**src/rtl/cond_exec_stage_if.sv**
```systemverilog
// ---------------------------------------------------------------------------
// cond_exec_stage_if
// Bundles the decode/execute pipeline-register outputs, the memory-stage
// stall/flush controls and the execute/memory pipeline-register outputs of
// cond_exec_stage.
//   master : drives the E-side controls/data plus StallM/FlushM and observes
//            the results.
//   slave  : the execute stage itself (cond_exec_stage).
// Parameters: WIDTH = datapath width, RW = register-address width.
// ---------------------------------------------------------------------------
interface cond_exec_stage_if #(
  parameter int WIDTH = 32,
  parameter int RW    = 4
);
  // Execute-side inputs
  logic             PCSrcE;
  logic             RegWriteE;
  logic             MemtoRegE;
  logic             MemWriteE;
  logic [1:0]       FlagWriteE;
  logic [3:0]       CondE;
  logic [3:0]       ALUFlags;
  logic [WIDTH-1:0] ALUResultE;
  logic [WIDTH-1:0] WriteDataE;
  logic [RW-1:0]    WA3E;
  logic             StallM;
  logic             FlushM;
  // Results
  logic             CondExE;
  logic             BranchTakenE;
  logic [3:0]       Flags;
  logic             PCSrcM;
  logic             RegWriteM;
  logic             MemtoRegM;
  logic             MemWriteM;
  logic [WIDTH-1:0] ALUResultM;
  logic [WIDTH-1:0] WriteDataM;
  logic [RW-1:0]    WA3M;

  modport master (
    output PCSrcE, RegWriteE, MemtoRegE, MemWriteE, FlagWriteE, CondE,
           ALUFlags, ALUResultE, WriteDataE, WA3E, StallM, FlushM,
    input  CondExE, BranchTakenE, Flags, PCSrcM, RegWriteM, MemtoRegM,
           MemWriteM, ALUResultM, WriteDataM, WA3M
  );

  modport slave (
    input  PCSrcE, RegWriteE, MemtoRegE, MemWriteE, FlagWriteE, CondE,
           ALUFlags, ALUResultE, WriteDataE, WA3E, StallM, FlushM,
    output CondExE, BranchTakenE, Flags, PCSrcM, RegWriteM, MemtoRegM,
           MemWriteM, ALUResultM, WriteDataM, WA3M
  );
endinterface

```
**src/rtl/cond_exec_stage.sv**
```systemverilog
// ---------------------------------------------------------------------------
// cond_exec_stage
// Execute-stage condition evaluation for an ARM-style pipeline. CondE is
// checked against the architectural NZCV register; a failed condition
// suppresses PCSrc/RegWrite/MemWrite and any flag write. The gated controls
// and datapath values are captured in the execute/memory register, which
// supports flush (bubble) and stall (hold).
// Ports:
//   clk   : rising-edge clock
//   reset : asynchronous active-low reset
//   bus   : cond_exec_stage_if.slave (E inputs, StallM/FlushM, CondExE,
//           BranchTakenE, Flags and all *M outputs)
// ---------------------------------------------------------------------------
module cond_exec_stage #(
  parameter int WIDTH = 32,
  parameter int RW    = 4
) (
  input  logic               clk,
  input  logic               reset,
  cond_exec_stage_if.slave   bus
);

  // ARM condition table evaluated on {N,Z,C,V}; code F is treated as always.
  function automatic logic cond_pass(input logic [3:0] cond,
                                     input logic [3:0] nzcv);
    logic n, z, c, v, r;
    n = nzcv[3];
    z = nzcv[2];
    c = nzcv[1];
    v = nzcv[0];
    case (cond)
      4'h0:    r = z;
      4'h1:    r = ~z;
      4'h2:    r = c;
      4'h3:    r = ~c;
      4'h4:    r = n;
      4'h5:    r = ~n;
      4'h6:    r = v;
      4'h7:    r = ~v;
      4'h8:    r = c & ~z;
      4'h9:    r = ~c | z;
      4'hA:    r = ~(n ^ v);
      4'hB:    r = n ^ v;
      4'hC:    r = ~z & ~(n ^ v);
      4'hD:    r = z | (n ^ v);
      4'hE:    r = 1'b1;
      4'hF:    r = 1'b1;
      default: r = 1'b1;
    endcase
    return r;
  endfunction

  logic [3:0]       flags_q, flags_d;
  logic             pc_src_q, pc_src_d;
  logic             reg_write_q, reg_write_d;
  logic             mem_to_reg_q, mem_to_reg_d;
  logic             mem_write_q, mem_write_d;
  logic [WIDTH-1:0] alu_result_q, alu_result_d;
  logic [WIDTH-1:0] write_data_q, write_data_d;
  logic [RW-1:0]    wa3_q, wa3_d;
  logic             cond_ex_s;

  // Condition check uses the committed flags, never this cycle's ALUFlags.
  always_comb begin
    cond_ex_s = cond_pass(bus.CondE, flags_q);
  end

  // Flag update: only on an unstalled, condition-passing instruction.
  always_comb begin
    flags_d = flags_q;
    if (!bus.StallM && cond_ex_s) begin
      if (bus.FlagWriteE[1]) begin
        flags_d[3:2] = bus.ALUFlags[3:2];
      end else begin
        flags_d[3:2] = flags_q[3:2];
      end
      if (bus.FlagWriteE[0]) begin
        flags_d[1:0] = bus.ALUFlags[1:0];
      end else begin
        flags_d[1:0] = flags_q[1:0];
      end
    end else begin
      flags_d = flags_q;
    end
  end

  // Execute/memory register next state: flush beats stall beats load.
  always_comb begin
    pc_src_d     = pc_src_q;
    reg_write_d  = reg_write_q;
    mem_to_reg_d = mem_to_reg_q;
    mem_write_d  = mem_write_q;
    alu_result_d = alu_result_q;
    write_data_d = write_data_q;
    wa3_d        = wa3_q;
    if (bus.FlushM) begin
      pc_src_d     = 1'b0;
      reg_write_d  = 1'b0;
      mem_to_reg_d = 1'b0;
      mem_write_d  = 1'b0;
      alu_result_d = {WIDTH{1'b0}};
      write_data_d = {WIDTH{1'b0}};
      wa3_d        = {RW{1'b0}};
    end else if (bus.StallM) begin
      pc_src_d     = pc_src_q;
      reg_write_d  = reg_write_q;
      mem_to_reg_d = mem_to_reg_q;
      mem_write_d  = mem_write_q;
      alu_result_d = alu_result_q;
      write_data_d = write_data_q;
      wa3_d        = wa3_q;
    end else begin
      pc_src_d     = bus.PCSrcE & cond_ex_s;
      reg_write_d  = bus.RegWriteE & cond_ex_s;
      mem_to_reg_d = bus.MemtoRegE;
      mem_write_d  = bus.MemWriteE & cond_ex_s;
      alu_result_d = bus.ALUResultE;
      write_data_d = bus.WriteDataE;
      wa3_d        = bus.WA3E;
    end
  end

  // State registers with asynchronous active-low clear.
  always_ff @(posedge clk or negedge reset) begin
    if (!reset) begin
      flags_q      <= 4'b0000;
      pc_src_q     <= 1'b0;
      reg_write_q  <= 1'b0;
      mem_to_reg_q <= 1'b0;
      mem_write_q  <= 1'b0;
      alu_result_q <= {WIDTH{1'b0}};
      write_data_q <= {WIDTH{1'b0}};
      wa3_q        <= {RW{1'b0}};
    end else begin
      flags_q      <= flags_d;
      pc_src_q     <= pc_src_d;
      reg_write_q  <= reg_write_d;
      mem_to_reg_q <= mem_to_reg_d;
      mem_write_q  <= mem_write_d;
      alu_result_q <= alu_result_d;
      write_data_q <= write_data_d;
      wa3_q        <= wa3_d;
    end
  end

  assign bus.CondExE      = cond_ex_s;
  assign bus.BranchTakenE = bus.PCSrcE & cond_ex_s;
  assign bus.Flags        = flags_q;
  assign bus.PCSrcM       = pc_src_q;
  assign bus.RegWriteM    = reg_write_q;
  assign bus.MemtoRegM    = mem_to_reg_q;
  assign bus.MemWriteM    = mem_write_q;
  assign bus.ALUResultM   = alu_result_q;
  assign bus.WriteDataM   = write_data_q;
  assign bus.WA3M         = wa3_q;

endmodule

```
**src/flat_wrapper.sv**
```systemverilog
// flat-port wrapper written by rule: the top's interface ports become plain ports
module cond_exec_stage_flat 
#(
  parameter int WIDTH = 32,
  parameter int RW    = 4
)
  (clk, reset, bus_PCSrcE, bus_RegWriteE, bus_MemtoRegE, bus_MemWriteE, bus_FlagWriteE, bus_CondE, bus_ALUFlags, bus_ALUResultE, bus_WriteDataE, bus_WA3E, bus_StallM, bus_FlushM, bus_CondExE, bus_BranchTakenE, bus_Flags, bus_PCSrcM, bus_RegWriteM, bus_MemtoRegM, bus_MemWriteM, bus_ALUResultM, bus_WriteDataM, bus_WA3M);
  cond_exec_stage_if #(.WIDTH(WIDTH), .RW(RW)) bus_i ();
  input  logic clk;
  input  logic reset;
  input wire logic [$bits(bus_i.PCSrcE)-1:0] bus_PCSrcE;
  input wire logic [$bits(bus_i.RegWriteE)-1:0] bus_RegWriteE;
  input wire logic [$bits(bus_i.MemtoRegE)-1:0] bus_MemtoRegE;
  input wire logic [$bits(bus_i.MemWriteE)-1:0] bus_MemWriteE;
  input wire logic [$bits(bus_i.FlagWriteE)-1:0] bus_FlagWriteE;
  input wire logic [$bits(bus_i.CondE)-1:0] bus_CondE;
  input wire logic [$bits(bus_i.ALUFlags)-1:0] bus_ALUFlags;
  input wire logic [$bits(bus_i.ALUResultE)-1:0] bus_ALUResultE;
  input wire logic [$bits(bus_i.WriteDataE)-1:0] bus_WriteDataE;
  input wire logic [$bits(bus_i.WA3E)-1:0] bus_WA3E;
  input wire logic [$bits(bus_i.StallM)-1:0] bus_StallM;
  input wire logic [$bits(bus_i.FlushM)-1:0] bus_FlushM;
  output wire logic [$bits(bus_i.CondExE)-1:0] bus_CondExE;
  output wire logic [$bits(bus_i.BranchTakenE)-1:0] bus_BranchTakenE;
  output wire logic [$bits(bus_i.Flags)-1:0] bus_Flags;
  output wire logic [$bits(bus_i.PCSrcM)-1:0] bus_PCSrcM;
  output wire logic [$bits(bus_i.RegWriteM)-1:0] bus_RegWriteM;
  output wire logic [$bits(bus_i.MemtoRegM)-1:0] bus_MemtoRegM;
  output wire logic [$bits(bus_i.MemWriteM)-1:0] bus_MemWriteM;
  output wire logic [$bits(bus_i.ALUResultM)-1:0] bus_ALUResultM;
  output wire logic [$bits(bus_i.WriteDataM)-1:0] bus_WriteDataM;
  output wire logic [$bits(bus_i.WA3M)-1:0] bus_WA3M;
  assign bus_i.PCSrcE = bus_PCSrcE;
  assign bus_i.RegWriteE = bus_RegWriteE;
  assign bus_i.MemtoRegE = bus_MemtoRegE;
  assign bus_i.MemWriteE = bus_MemWriteE;
  assign bus_i.FlagWriteE = bus_FlagWriteE;
  assign bus_i.CondE = bus_CondE;
  assign bus_i.ALUFlags = bus_ALUFlags;
  assign bus_i.ALUResultE = bus_ALUResultE;
  assign bus_i.WriteDataE = bus_WriteDataE;
  assign bus_i.WA3E = bus_WA3E;
  assign bus_i.StallM = bus_StallM;
  assign bus_i.FlushM = bus_FlushM;
  assign bus_CondExE = bus_i.CondExE;
  assign bus_BranchTakenE = bus_i.BranchTakenE;
  assign bus_Flags = bus_i.Flags;
  assign bus_PCSrcM = bus_i.PCSrcM;
  assign bus_RegWriteM = bus_i.RegWriteM;
  assign bus_MemtoRegM = bus_i.MemtoRegM;
  assign bus_MemWriteM = bus_i.MemWriteM;
  assign bus_ALUResultM = bus_i.ALUResultM;
  assign bus_WriteDataM = bus_i.WriteDataM;
  assign bus_WA3M = bus_i.WA3M;
  cond_exec_stage #(.WIDTH(WIDTH), .RW(RW)) u_core (.clk(clk), .reset(reset), .bus(bus_i));
endmodule
```
**config.mk**
```make
export PLATFORM = sky130hd
export DESIGN_NAME = cond_exec_stage_flat
export DESIGN_NICKNAME = d
export VERILOG_FILES = /design/src/rtl/cond_exec_stage_if.sv /design/src/rtl/cond_exec_stage.sv /design/src/flat_wrapper.sv
export SDC_FILE = /design/constraint.sdc
export NUM_CORES = 1
export LEC_CHECK = 0
export ABC_CLOCK_PERIOD_IN_PS = 4500
export BUFFER_PORTS_ARGS = -buffer_cell sky130_fd_sc_hd__buf_2
export CORE_ASPECT_RATIO = 1.75
export CORE_MARGIN = 3
export CORE_UTILIZATION = 49
export CTS_CLUSTER_DIAMETER = 200
export CTS_CLUSTER_SIZE = 25
export DETAILED_ROUTE_END_ITERATION = 10
export PLACE_DENSITY_LB_ADDON = 0.12
export SLEW_MARGIN = 20
export SYNTH_ARGS = -nofsm -noshare
export SYNTH_HDL_FRONTEND = slang
export SYNTH_SLANG_ARGS = --single-unit
```
**constraint.sdc**
```tcl
create_clock -name clk -period 4.5 [get_ports clk]
set_input_delay 0.225 -clock clk [delete_from_list [all_inputs] [get_ports clk]]
set_output_delay 0.225 -clock clk [all_outputs]
set_load 0.03 [all_outputs]
```
### Yosys cells after proc, flatten, opt, wreduce, memory -nomap -nowiden

Cells that the tools add are included.

| cells by class | value |
|---|---|
| equality and inequality tests | 16 |
| bitwise logic cells | 13 |
| muxes and demuxes | 15 |
| reduce and logical (&&, ||, !) cells | 6 |

Operators with widths:

| operator | count |
|---|---|
| 2-to-1 mux 32 bit | 4 |
| equality test 4 bit, second input constant | 8 |
| equality test 4 x 3 -> 1 bit, second input constant | 4 |
| one-hot mux 1 bit (15 select lines) | 1 |
| equality test 4 x 2 -> 1 bit, second input constant | 2 |
| 2-to-1 mux 1 bit | 8 |
| 2-to-1 mux 4 bit | 2 |
| bitwise AND 1 bit | 5 |
| inverter 1 bit | 5 |
| equality test 4 x 1 -> 1 bit, second input constant | 1 |
| logical NOT 4 bit | 1 |
| AND reduction 2 bit | 2 |
| != test 2 x 1 -> 1 bit, second input constant | 1 |
| OR 1 bit | 2 |
| OR reduction 2 bit | 1 |
| logical AND 1 bit | 1 |
| logical NOT 1 bit | 1 |
| XOR 1 bit | 1 |

| storage, ports and cells | value |
|---|---|
| input bits | 86 |
| bits in registers | 76 |
| output and inout bits | 78 |
| word-level logic and storage cells | 59 |

### Longest topological paths before layout

Gate-level depths: netlist of run 1.

| depth | value |
|---|---|
| word-level depth | 7 |
| gate-level depth with buffers | 7 |
| mapped depth without buffers | 6 |

### Worst setup path after synthesis of run 1

No wires, ideal clock.

| timing path | value |
|---|---|
| path type | register -> register |
| from | register u_core.flags_q[3], in the netlist u_core.bus.Flags[3] |
| to | register u_core.flags_q[0], in the netlist u_core.bus.Flags[0] |
| stages on the path, launching flop included | 7 |
| data arrival time | 2.272 ns |
| data required time | 4.375 ns |
| buffers on the path | 0 |
| clock period less this slack | 2.397 ns |
| slack | 2.103 ns |
| setup time | 0.125 ns |
| cells stage by stage | dfrtp_1 xnor2_1 or4b_1 a311oi_2 a211o_2 and3b_4 mux2_4 |

| between the ends | value |
|---|---|
| longest elaborated chain between the ends | 6 |
| elaborated cells between the ends (all ways) | 8 |
| those cells by class | 1 x mux; 5 x bitwise; 2 x reduce/logical |

Ends and longest elaborated chain:

| element | RTL line | text |
|---|---|---|
| from (decl) | cond_exec_stage.sv:53 | `logic [3:0] flags_q, flags_d;` |
| from (signal assigned) | cond_exec_stage.sv:135 | `flags_q <= flags_d;` |
| XOR 1 bit | -- |  |
| inverter 1 bit | cond_exec_stage.sv:42, cond_exec_stage.sv:44 |  |
| bitwise AND 1 bit | cond_exec_stage.sv:44 | `4'hC: r = ~z & ~(n ^ v);` |
| one-hot mux 1 bit (15 select lines) * | cond_exec_stage.sv:31 | `case (cond)` |
| named net bus_CondExE | flat_wrapper.sv:23 | `output wire logic [$bits(bus_i.CondExE)-1:0] bus_CondExE;` |
| logical AND 1 bit * | cond_exec_stage.sv:71 | `if (!bus.StallM && cond_ex_s) begin` |
| AND reduction 2 bit (no line) * | -- |  |

Mark *: on every way through the listed nets, which the timed path passes. The rest lies on a longest branch.
A chain may end at the register's enable or synchronous reset.

### Worst setup path after layout of run 1

| timing path | value |
|---|---|
| from | register u_core.flags_q[3], in the netlist u_core.bus.Flags[3] |
| to | output port bus_BranchTakenE |

| between the ends | value |
|---|---|
| longest elaborated chain between the ends | 5 |
| elaborated cells between the ends (all ways) | 7 |
| those cells by class | 1 x mux; 6 x bitwise |

Ends and longest elaborated chain:

| element | RTL line | text |
|---|---|---|
| XOR 1 bit | -- |  |
| inverter 1 bit | cond_exec_stage.sv:42, cond_exec_stage.sv:44 |  |
| bitwise AND 1 bit | cond_exec_stage.sv:44 |  |
| one-hot mux 1 bit (15 select lines) * | cond_exec_stage.sv:31 |  |
| bitwise AND 1 bit * | cond_exec_stage.sv:147 | `assign bus.BranchTakenE = bus.PCSrcE & cond_ex_s;` |
| to (decl) | flat_wrapper.sv:24 | `output wire logic [$bits(bus_i.BranchTakenE)-1:0] bus_BranchTakenE;` |

Every way passes the cells marked *; elsewhere a longest branch is shown, timed or not.

==> results.txt, run 1 <==
----------------------------------------------------
[Run status]
  Status ... complete, no violations

[Clock tree]
  Source-to-sink clock delay at the later pin of the worst-skew pair ... 320 ps
  Number of clock sinks ... 76
  Setup Buffers After CTS ... 0
  Number of buffers inserted during clock tree synthesis ... 9
  CTS Root Buffer Type ... clkbuf_16
  TritonCTS clock tree ... yes
  Maximum count of clock buffers along a single path ... 2
  Clock transition time at the flip-flop clock pins of the worst setup and hold paths ... 50 ps
  H-tree levels ... 3
  Hold buffer count at cts ... 0
  PostCTS Resize Cnt ... 0

[Synth]
  Number of warning messages in the yosys log ... 0
  Synth top area share ... 57.4%
  Post-synth net total ... 366
  Seq cells post-synth ... 76
  Top cells by area in the synthesized netlist ... dfrtp_1 (57%), mux2i_1 (21%), nor2_1 (7.9%)
  Post-synth top area cell ... dfrtp_1
  Post-synth cell types ... 38
  Number of synthesized flops with an enable pin ... 0
  Sequential fraction of the synthesis area ... 57.4%
  Proportion of synthesized flip-flops having asynchronous set or reset ... 100%
  Post-synthesis area per instance ... 11.8 sq um
  Post-Syn Instances ... 280
  Post-synthesis instance area ... 3310 sq um
  Primary FF master, synth ... dfrtp_1

[Power]
  Maximum VDD drop ... 313 uV
  Total Power Consumption ... 1.89 mW
  Static power due to leakage ... 2.55 nW
  Power Dens Cells ... 424 nW/um^2

[Hold path]
  Path class of the lowest-slack min-delay path ... in -> async

[Timing]
  Setup repair after global routing missed its margin ... false
  Number of endpoints with negative hold slack in the final report ... 0
  Sum of negative setup slack ... 0 ps
  Worst clock skew ... 1.28 ps
  # setup viols final ... 0
  Highest Clock Rate ... 386 MHz
  Fraction of the cycle the final worst path needs ... 57.5%
  Least-Margin Pin Slew ... 954 ps
  Final min period ... 2590 ps
  Slew headroom ... 36.4%
  Final Hold Slack ... 27.7 ps
  Number of max-slew violations in the final report ... 0

[Worst setup path]
  Critical Path RT ... 4280 ps
  Type of origin of the critical path ... flip-flop
  Kind of capture point of the worst setup path ... primary output
  CP Max Fanout ... 7
  Largest incremental delay on the critical path ... 470 ps
  Crit-path slowest cell ... or4b_1
  Category of cells accounting for the largest share of critical-path delay ... simple AND/OR/NAND/NOR gates
  Series of cell instances along the critical path ... xnor2_1, or4b_1, a311oi_2, a211o_2, and2_2, buf_2
  Data arrival time of the critical path ... 2360 ps
  Start of the worst register-to-register path ... u_core.bus.Flags[3]
  Type of the worst setup path ... reg -> out
  CP bufs+invs ... 1
  Critical Path Start ... u_core.bus.Flags[3]

[Drt]
  1st-pass router iterations ... 4
  First-iteration detailed-routing DRC count ... 106
  Vias after detailed routing ... 2,650
  Routed wirelength normalized by instance count ... 14.9 um
  Routed WL ... 7780 um
  Detail Route Antenna Nets ... 0
  Total DRC errors in the routed layout ... 0
  Number of vias per cell after detailed routing ... 5.08

[Floorplan]
  Number of rows in the core area ... 39
  Num ports ... 164
  Die Footprint ... 7820 sq um
  DIE HEIGHT ... 115 um
  Die extent in x ... 68.1 um
  Effective utilization at floorplan ... 50.6%
  Core area ... 6540 sq um

[Finish]
  Fillers ... 559
  Antenna Diode Count ... 0
  Final-stage net count ... 521
  Share of layout cells above drive strength 1 ... 42.5%
  End-of-flow core utilization ... 68.1%
  Area growth syn-to-layout ... 34.5%

[Placed design]
  Port Buffers ... 163
  Detailed Place HPWL ... 5430 um
  Gpl congestion ... 0.712

[Global route]
  Wire length of the first global-routing pass ... 11,800 um
  Global route total overflow ... 0
  Maximum number of pins on one net before global-route repair ... 77
  Total global routing track utilization ... 20.3%
  Vias in the first global route ... 2,553
  Antenna violations before repair ... 0

[Job]
  Max Cap Violations ... 0

----------------------------------------------------
-- cell usage after synthesis, drive strengths merged, types with 3 or more instances --
cell type	number
a21oi	3
a32o	3
buf	7
clkbuf	13
dfrtp	76
inv	4
mux2	3
mux2i	70
nand2	3
nor2	70
-- routing by layer --
layer / GRT usage [%] / vias to the layer above / share of wire [%]
met5: 0 / - / 0
met4: 8.90 / 0 / 1.8
met3: 6.45 / 12 / 8.2
met2: 33.3 / 115 / 52
met1: 23.8 / 1261 / 38
li1: - / 1262 / -
-- power breakdown --
group / switching, mW / leakage [nW] / total [mW] / internal (mW)
logic: 0.250 / 1.40 / 0.403 / 0.153
registers: 0.0448 / 1.00 / 0.781 / 0.736
clock network: 0.261 / 0.147 / 0.705 / 0.444
-- registers in the layout (all words and copies together), names as in the netlist --
signal,count
u_core.bus.ALUResultM,32
u_core.bus.Flags,4
u_core.bus.MemWriteM,1
u_core.bus.MemtoRegM,1
u_core.bus.PCSrcM,1
u_core.bus.RegWriteM,1
u_core.bus.WA3M,4
u_core.bus.WriteDataM,32
-- final cells by class --
type                       instances  area (sq um)  area share (%)
sequential                        76          1900            42.7
inverter                           4          15.0           0.337
multi-input combinational        180          1310            29.3
timing repair buffer             164           832            18.7
clock buffer                      12           246            5.54
tap                               82           103            2.30
clock inverter                     4          48.8            1.10
-- final timing paths --
path                                                  end  slack (ps)  cells past startpoint
worst max-delay path                     bus_BranchTakenE        1910                      6
worst min-delay path                  u_core.bus.Flags[3]          30                      1
worst max register to register        u_core.bus.Flags[0]        2150                      6
worst min register to register       u_core.bus.RegWriteM         490                      1
max in group asynchronous       u_core.bus.ALUResultM[10]        3840                      1
min in group clk                      u_core.bus.Flags[3]         130                      2
-- cell families after synthesis --
kind of cell	Yosys count	share of synthesized area (%)
and+or+nand+nor	90	12.3
DFF	76	57.4
muxes	73	22.4
buffers and inverters	24	3.10
AOI/OAI and AO/OA	16	4.50
xor gates and xnor gates	1	0.265
-- cells in the final DEF, fill, tap and decap left out, types with 2 or more instances in the layout --
cell | synthesis | layout
mux2_4 | 2 | 2
dfrtp_1 | 76 | 76
inv_1 | 4 | 4
nor2_1 | 70 | 70
nand2_1 | 3 | 3
buf_2 | 0 | 161
nand2b_1 | 2 | 2
clkbuf_16 | 0 | 9
and4bb_1 | 2 | 2
nor2b_1 | 2 | 2
a21oi_1 | 3 | 3
nor3_1 | 2 | 2
clkbuf_1 | 12 | 2
mux2i_1 | 70 | 70
a32o_1 | 3 | 3
buf_4 | 1 | 2
clkinv_2 | 0 | 2
-- stage by stage --
stage / setup WS (ps) / cells / area (sq um)
after floorplan: 2100 / 280 / 3310
after global placement: 2270 / 506 / 4150
after detailed placement: 2170 / 506 / 4150
after CTS: 1890 / 522 / 4450
after global routing: 1790 / 522 / 4450
final: 1910 / 522 / 4450
Power figures use the tool's default switching activity.
==> inputs of run 2 (changes only) <==
--- a/config.mk
+++ b/config.mk
@@ -5,11 +5,11 @@
 export SDC_FILE = /design/constraint.sdc
 export NUM_CORES = 1
 export LEC_CHECK = 0
-export ABC_CLOCK_PERIOD_IN_PS = 4500
+export ABC_CLOCK_PERIOD_IN_PS = 2200
 export BUFFER_PORTS_ARGS = -buffer_cell sky130_fd_sc_hd__buf_2
 export CORE_ASPECT_RATIO = 1.75
 export CORE_MARGIN = 3
-export CORE_UTILIZATION = 49
+export CORE_UTILIZATION = 41
 export CTS_CLUSTER_DIAMETER = 200
 export CTS_CLUSTER_SIZE = 25
 export DETAILED_ROUTE_END_ITERATION = 10
==> constraint.sdc (replaced) <==
create_clock -name clk -period 2.2 [get_ports clk]
set_input_delay 0.11 -clock clk [delete_from_list [all_inputs] [get_ports clk]]
set_output_delay 0.11 -clock clk [all_outputs]
set_load 0.03 [all_outputs]
==> run 2 against run 1 <==
- the run now ends with setup timing left
- core utilization shrank 7.2 points
- sequential power grew 100%
- total power grew 120%
- register-to-register slack lost 2200 ps
- critical path depth grew 1
- first-iteration DRC count shrank 10%
- sequential cell count is the same
==> results.txt, run 2 (synthesis gave the netlist of run 1 again) <==
----------------------------------------------------
[Run status]
  Status ... finished with violations (was complete, no violations)
  Failing checks ... setup timing

[Floorplan]
  Effective utilization at floorplan ... 42.9% (was 50.6%)
  Die Footprint ... 9230 sq um (was 7820 sq um)
  Num ports ... 164 (unchanged)
  DIE HEIGHT ... 125 um (was 115 um)
  Number of rows in the core area ... 42 (was 39)
  Core area ... 7720 sq um (was 6540 sq um)
  Die extent in x ... 73.9 um (was 68.1 um)

[Power]
  Maximum VDD drop ... 480 uV (was 313 uV)
  Power Dens Cells ... 890 nW/um^2 (was 424 nW/um^2)
  Switching power as a share of total power ... 28.7% (was 29.4%)
  Sequential cell fraction of total power ... 38.1% (was 41.3%)
  Clock group share of total power ... 37.3% (about the same)
  Static power due to leakage ... 2.67 nW (was 2.55 nW)
  Cell-internal power ... 2.98 mW (was 1.33 mW)
  Power share of the combinational group ... 24.6% (was 21.3%)
  Total Power Consumption ... 4.19 mW (was 1.89 mW)
  Net switching component of the power ... 1.20 mW (was 556 uW)

[Worst setup path]
  Critical Path RT ... 2090 ps (was 4280 ps)
  Data arrival time of the critical path ... 2230 ps (was 2360 ps)
  Largest incremental delay on the critical path ... 500 ps (was 470 ps)
  Kind of capture point of the worst setup path ... primary output (unchanged)
  Type of origin of the critical path ... flip-flop (unchanged)
  CP Max Fanout ... 3 (was 7)
  Crit-path slowest cell ... or4b_4 (was or4b_1)
  Most prevalent standard cell on the critical path ... buf_6
  Type of the worst setup path ... reg -> out (unchanged)
  Series of cell instances along the critical path ... xnor2_2, or4b_4, a311oi_4, a211o_4, buf_6, and2_4, buf_6 (was xnor2_1, or4b_1, a311oi_2, a211o_2, and2_2, buf_2)

[Finish]
  Share of layout cells above drive strength 1 ... 46.1% (was 42.5%)
  Cell area after layout ... 4700 sq um (was 4450 sq um)
  Highest-count cells in the layout ignoring fill and taps ... buf_2 (159), dfrtp_1 (74), mux2i_1 (70), nor2_1 (70), buf_4 (16) (was buf_2 (161), dfrtp_1 (76), mux2i_1 (70), nor2_1 (70), clkbuf_16 (9))
  Antenna Diode Count ... 0 (unchanged)
  Most common cell after layout, fill and taps aside ... buf_2 (unchanged)
  Area growth syn-to-layout ... 42.0% (was 34.5%)
  Final-stage net count ... 539 (was 521)

[Timing]
  Number of endpoints with negative hold slack in the final report ... 0 (unchanged)
  Final min period ... 2340 ps
  Worst clock skew ... 3.80 ps (was 1.28 ps)
  Final Hold Slack ... 8.29 ps (was 27.7 ps)
  Setup repair after global routing missed its margin ... true (was false)
  Number of max-slew violations in the final report ... 0 (unchanged)
  Fraction of the cycle the final worst path needs ... 106%
  Slew headroom ... 59.5% (was 36.4%)
  Least-Margin Pin Slew ... 608 ps (was 954 ps)
  # setup viols final ... 5 (was 0)
  Highest Clock Rate ... 428 MHz
  Post-layout worst setup margin ... -136 ps (was 1910 ps)

[Drt]
  Vias after detailed routing ... 2,697 (was 2,650)
  Routed WL ... 8700 um (was 7780 um)
  1st-pass router iterations ... 4 (unchanged)
  Number of vias per cell after detailed routing ... 4.94 (was 5.08)
  Total DRC errors in the routed layout ... 0 (unchanged)
  First-iteration detailed-routing DRC count ... 95 (was 106)
  Routed wirelength normalized by instance count ... 15.9 um (was 14.9 um)
  Detail Route Antenna Nets ... 0 (unchanged)

[Global route]
  Global route total overflow ... 0 (unchanged)
  Antenna violations before repair ... 0 (unchanged)
  Total global routing track utilization ... 19.4% (was 20.3%)
  Maximum number of pins on one net before global-route repair ... 47 (was 77)
  Wire length of the first global-routing pass ... 13,700 um (was 11,800 um)
  Vias in the first global route ... 2,822 (was 2,553)

[Clock tree]
  Clock transition time at the flip-flop clock pins of the worst setup and hold paths ... 60 ps (was 50 ps)
  Maximum count of clock buffers along a single path ... 2 (unchanged)
  Number of buffers inserted during clock tree synthesis ... 9 (unchanged)
  Number of clock sinks ... 76 (unchanged)
  H-tree levels ... 3 (unchanged)
  Source-to-sink clock delay at the later pin of the worst-skew pair ... 330 ps (was 320 ps)
  CTS Root Buffer Type ... clkbuf_16 (unchanged)
  TritonCTS clock tree ... yes (unchanged)

[Placed design]
  Standard cell area after detailed placement ... 4260 sq um (was 4150 sq um)
  Gpl congestion ... 0.797 (was 0.712)
  Detailed Place HPWL ... 6300 um (was 5430 um)
  Port Buffers ... 163 (unchanged)

[Hold path]
  Path class of the lowest-slack min-delay path ... in -> reg (was in -> async)

[Job]
  Max Cap Violations ... 0 (unchanged)

----------------------------------------------------
## run 2: changes by cell type in the layout (fill, tap and decap cells not counted), sizes merged
cell / previous run / this run
buf: 164 / 181
bufinv: 1 / 2
clkbuf: 12 / 11
dlygate4sd3: 0 / 1
## run 2: routing by layer
| metal | share of wire (%) | global-route usage (%) | vias to the layer above |
|---|---|---|---|
| li1 | - | - | 1300 |
| met1 | 37 | 22.2 | 1290 |
| met2 | 54 | 33.3 | 94 |
| met4 | 2.7 | 9.39 | 0 |
| met5 | 0 | 0 | - |
| met3 | 6.0 | 4.04 | 13 |
## run 2: critical path: cells and delay by family (launching register included)
| kind | cells | cell delay [ps] |
|---|---|---|
| flip-flops | 1 | 430 |
| buffers and inverters | 2 | 220 |
| AND/OR/NAND/NOR | 2 | 630 |
| XOR/XNOR | 1 | 190 |
| AO/OA/AOI/OAI | 2 | 430 |
## run 2: timing repair
item | in CTS | in global routing
setup endpoints to repair | 3 | 8
buffers inserted | 6 | 2
hold buffers | 1 | 0
hold endpoints to repair | 43 | 0
pin swaps | 3 | 4
resized for setup | 10 | 3
## run 2: final cells by class
cell class	instances	area, sq um
fill	653	3020
sequential	76	1900
multi-input combinational	180	1350
timing repair buffer	182	1000
clock buffer	11	243
tap	88	110
clock inverter	5	75.1
inverter	4	15.0
## run 2: per-stage QoR
stage | util [%] | TNS, ps | setup slack, ps | cells
final | 60.9 | -464 | -136 | 546
after floorplan | - | -92.8 | -47.1 | 280
after global routing | 60.9 | -857 | -207 | 546
after global placement | 55.1 | 0 | 12.1 | 521
after CTS | 60.5 | -372 | -141 | 544
after detailed placement | 55.1 | -24.5 | -24.5 | 521
## run 2: worst paths after layout
check / start / endpoint / slack, ps / depth (start not counted)
hold reg to reg: u_core.bus.RegWriteM / u_core.bus.RegWriteM / 480 / 1
setup / recovery: u_core.bus.Flags[3] / bus_BranchTakenE / -140 / 7
max in group asynchronous: reset / u_core.bus.WriteDataM[7] / 1230 / 3
min in group asynchronous: reset / u_core.bus.WriteDataM[18] / 320 / 2
hold / removal: bus_ALUFlags[1] / u_core.bus.Flags[1] / 8 / 2
setup reg to reg: u_core.bus.Flags[3] / u_core.bus.Flags[0] / -80 / 7
## run 2: power groups by stage
stage	registers (mW)	clock network (mW)	logic [mW]
after floorplan	1.83	0	0.355
after global placement	1.61	0	0.901
after detailed placement	1.61	0	0.917
after CTS	1.59	1.59	1.02
after global routing	1.61	1.65	1.11
final	1.59	1.56	1.03
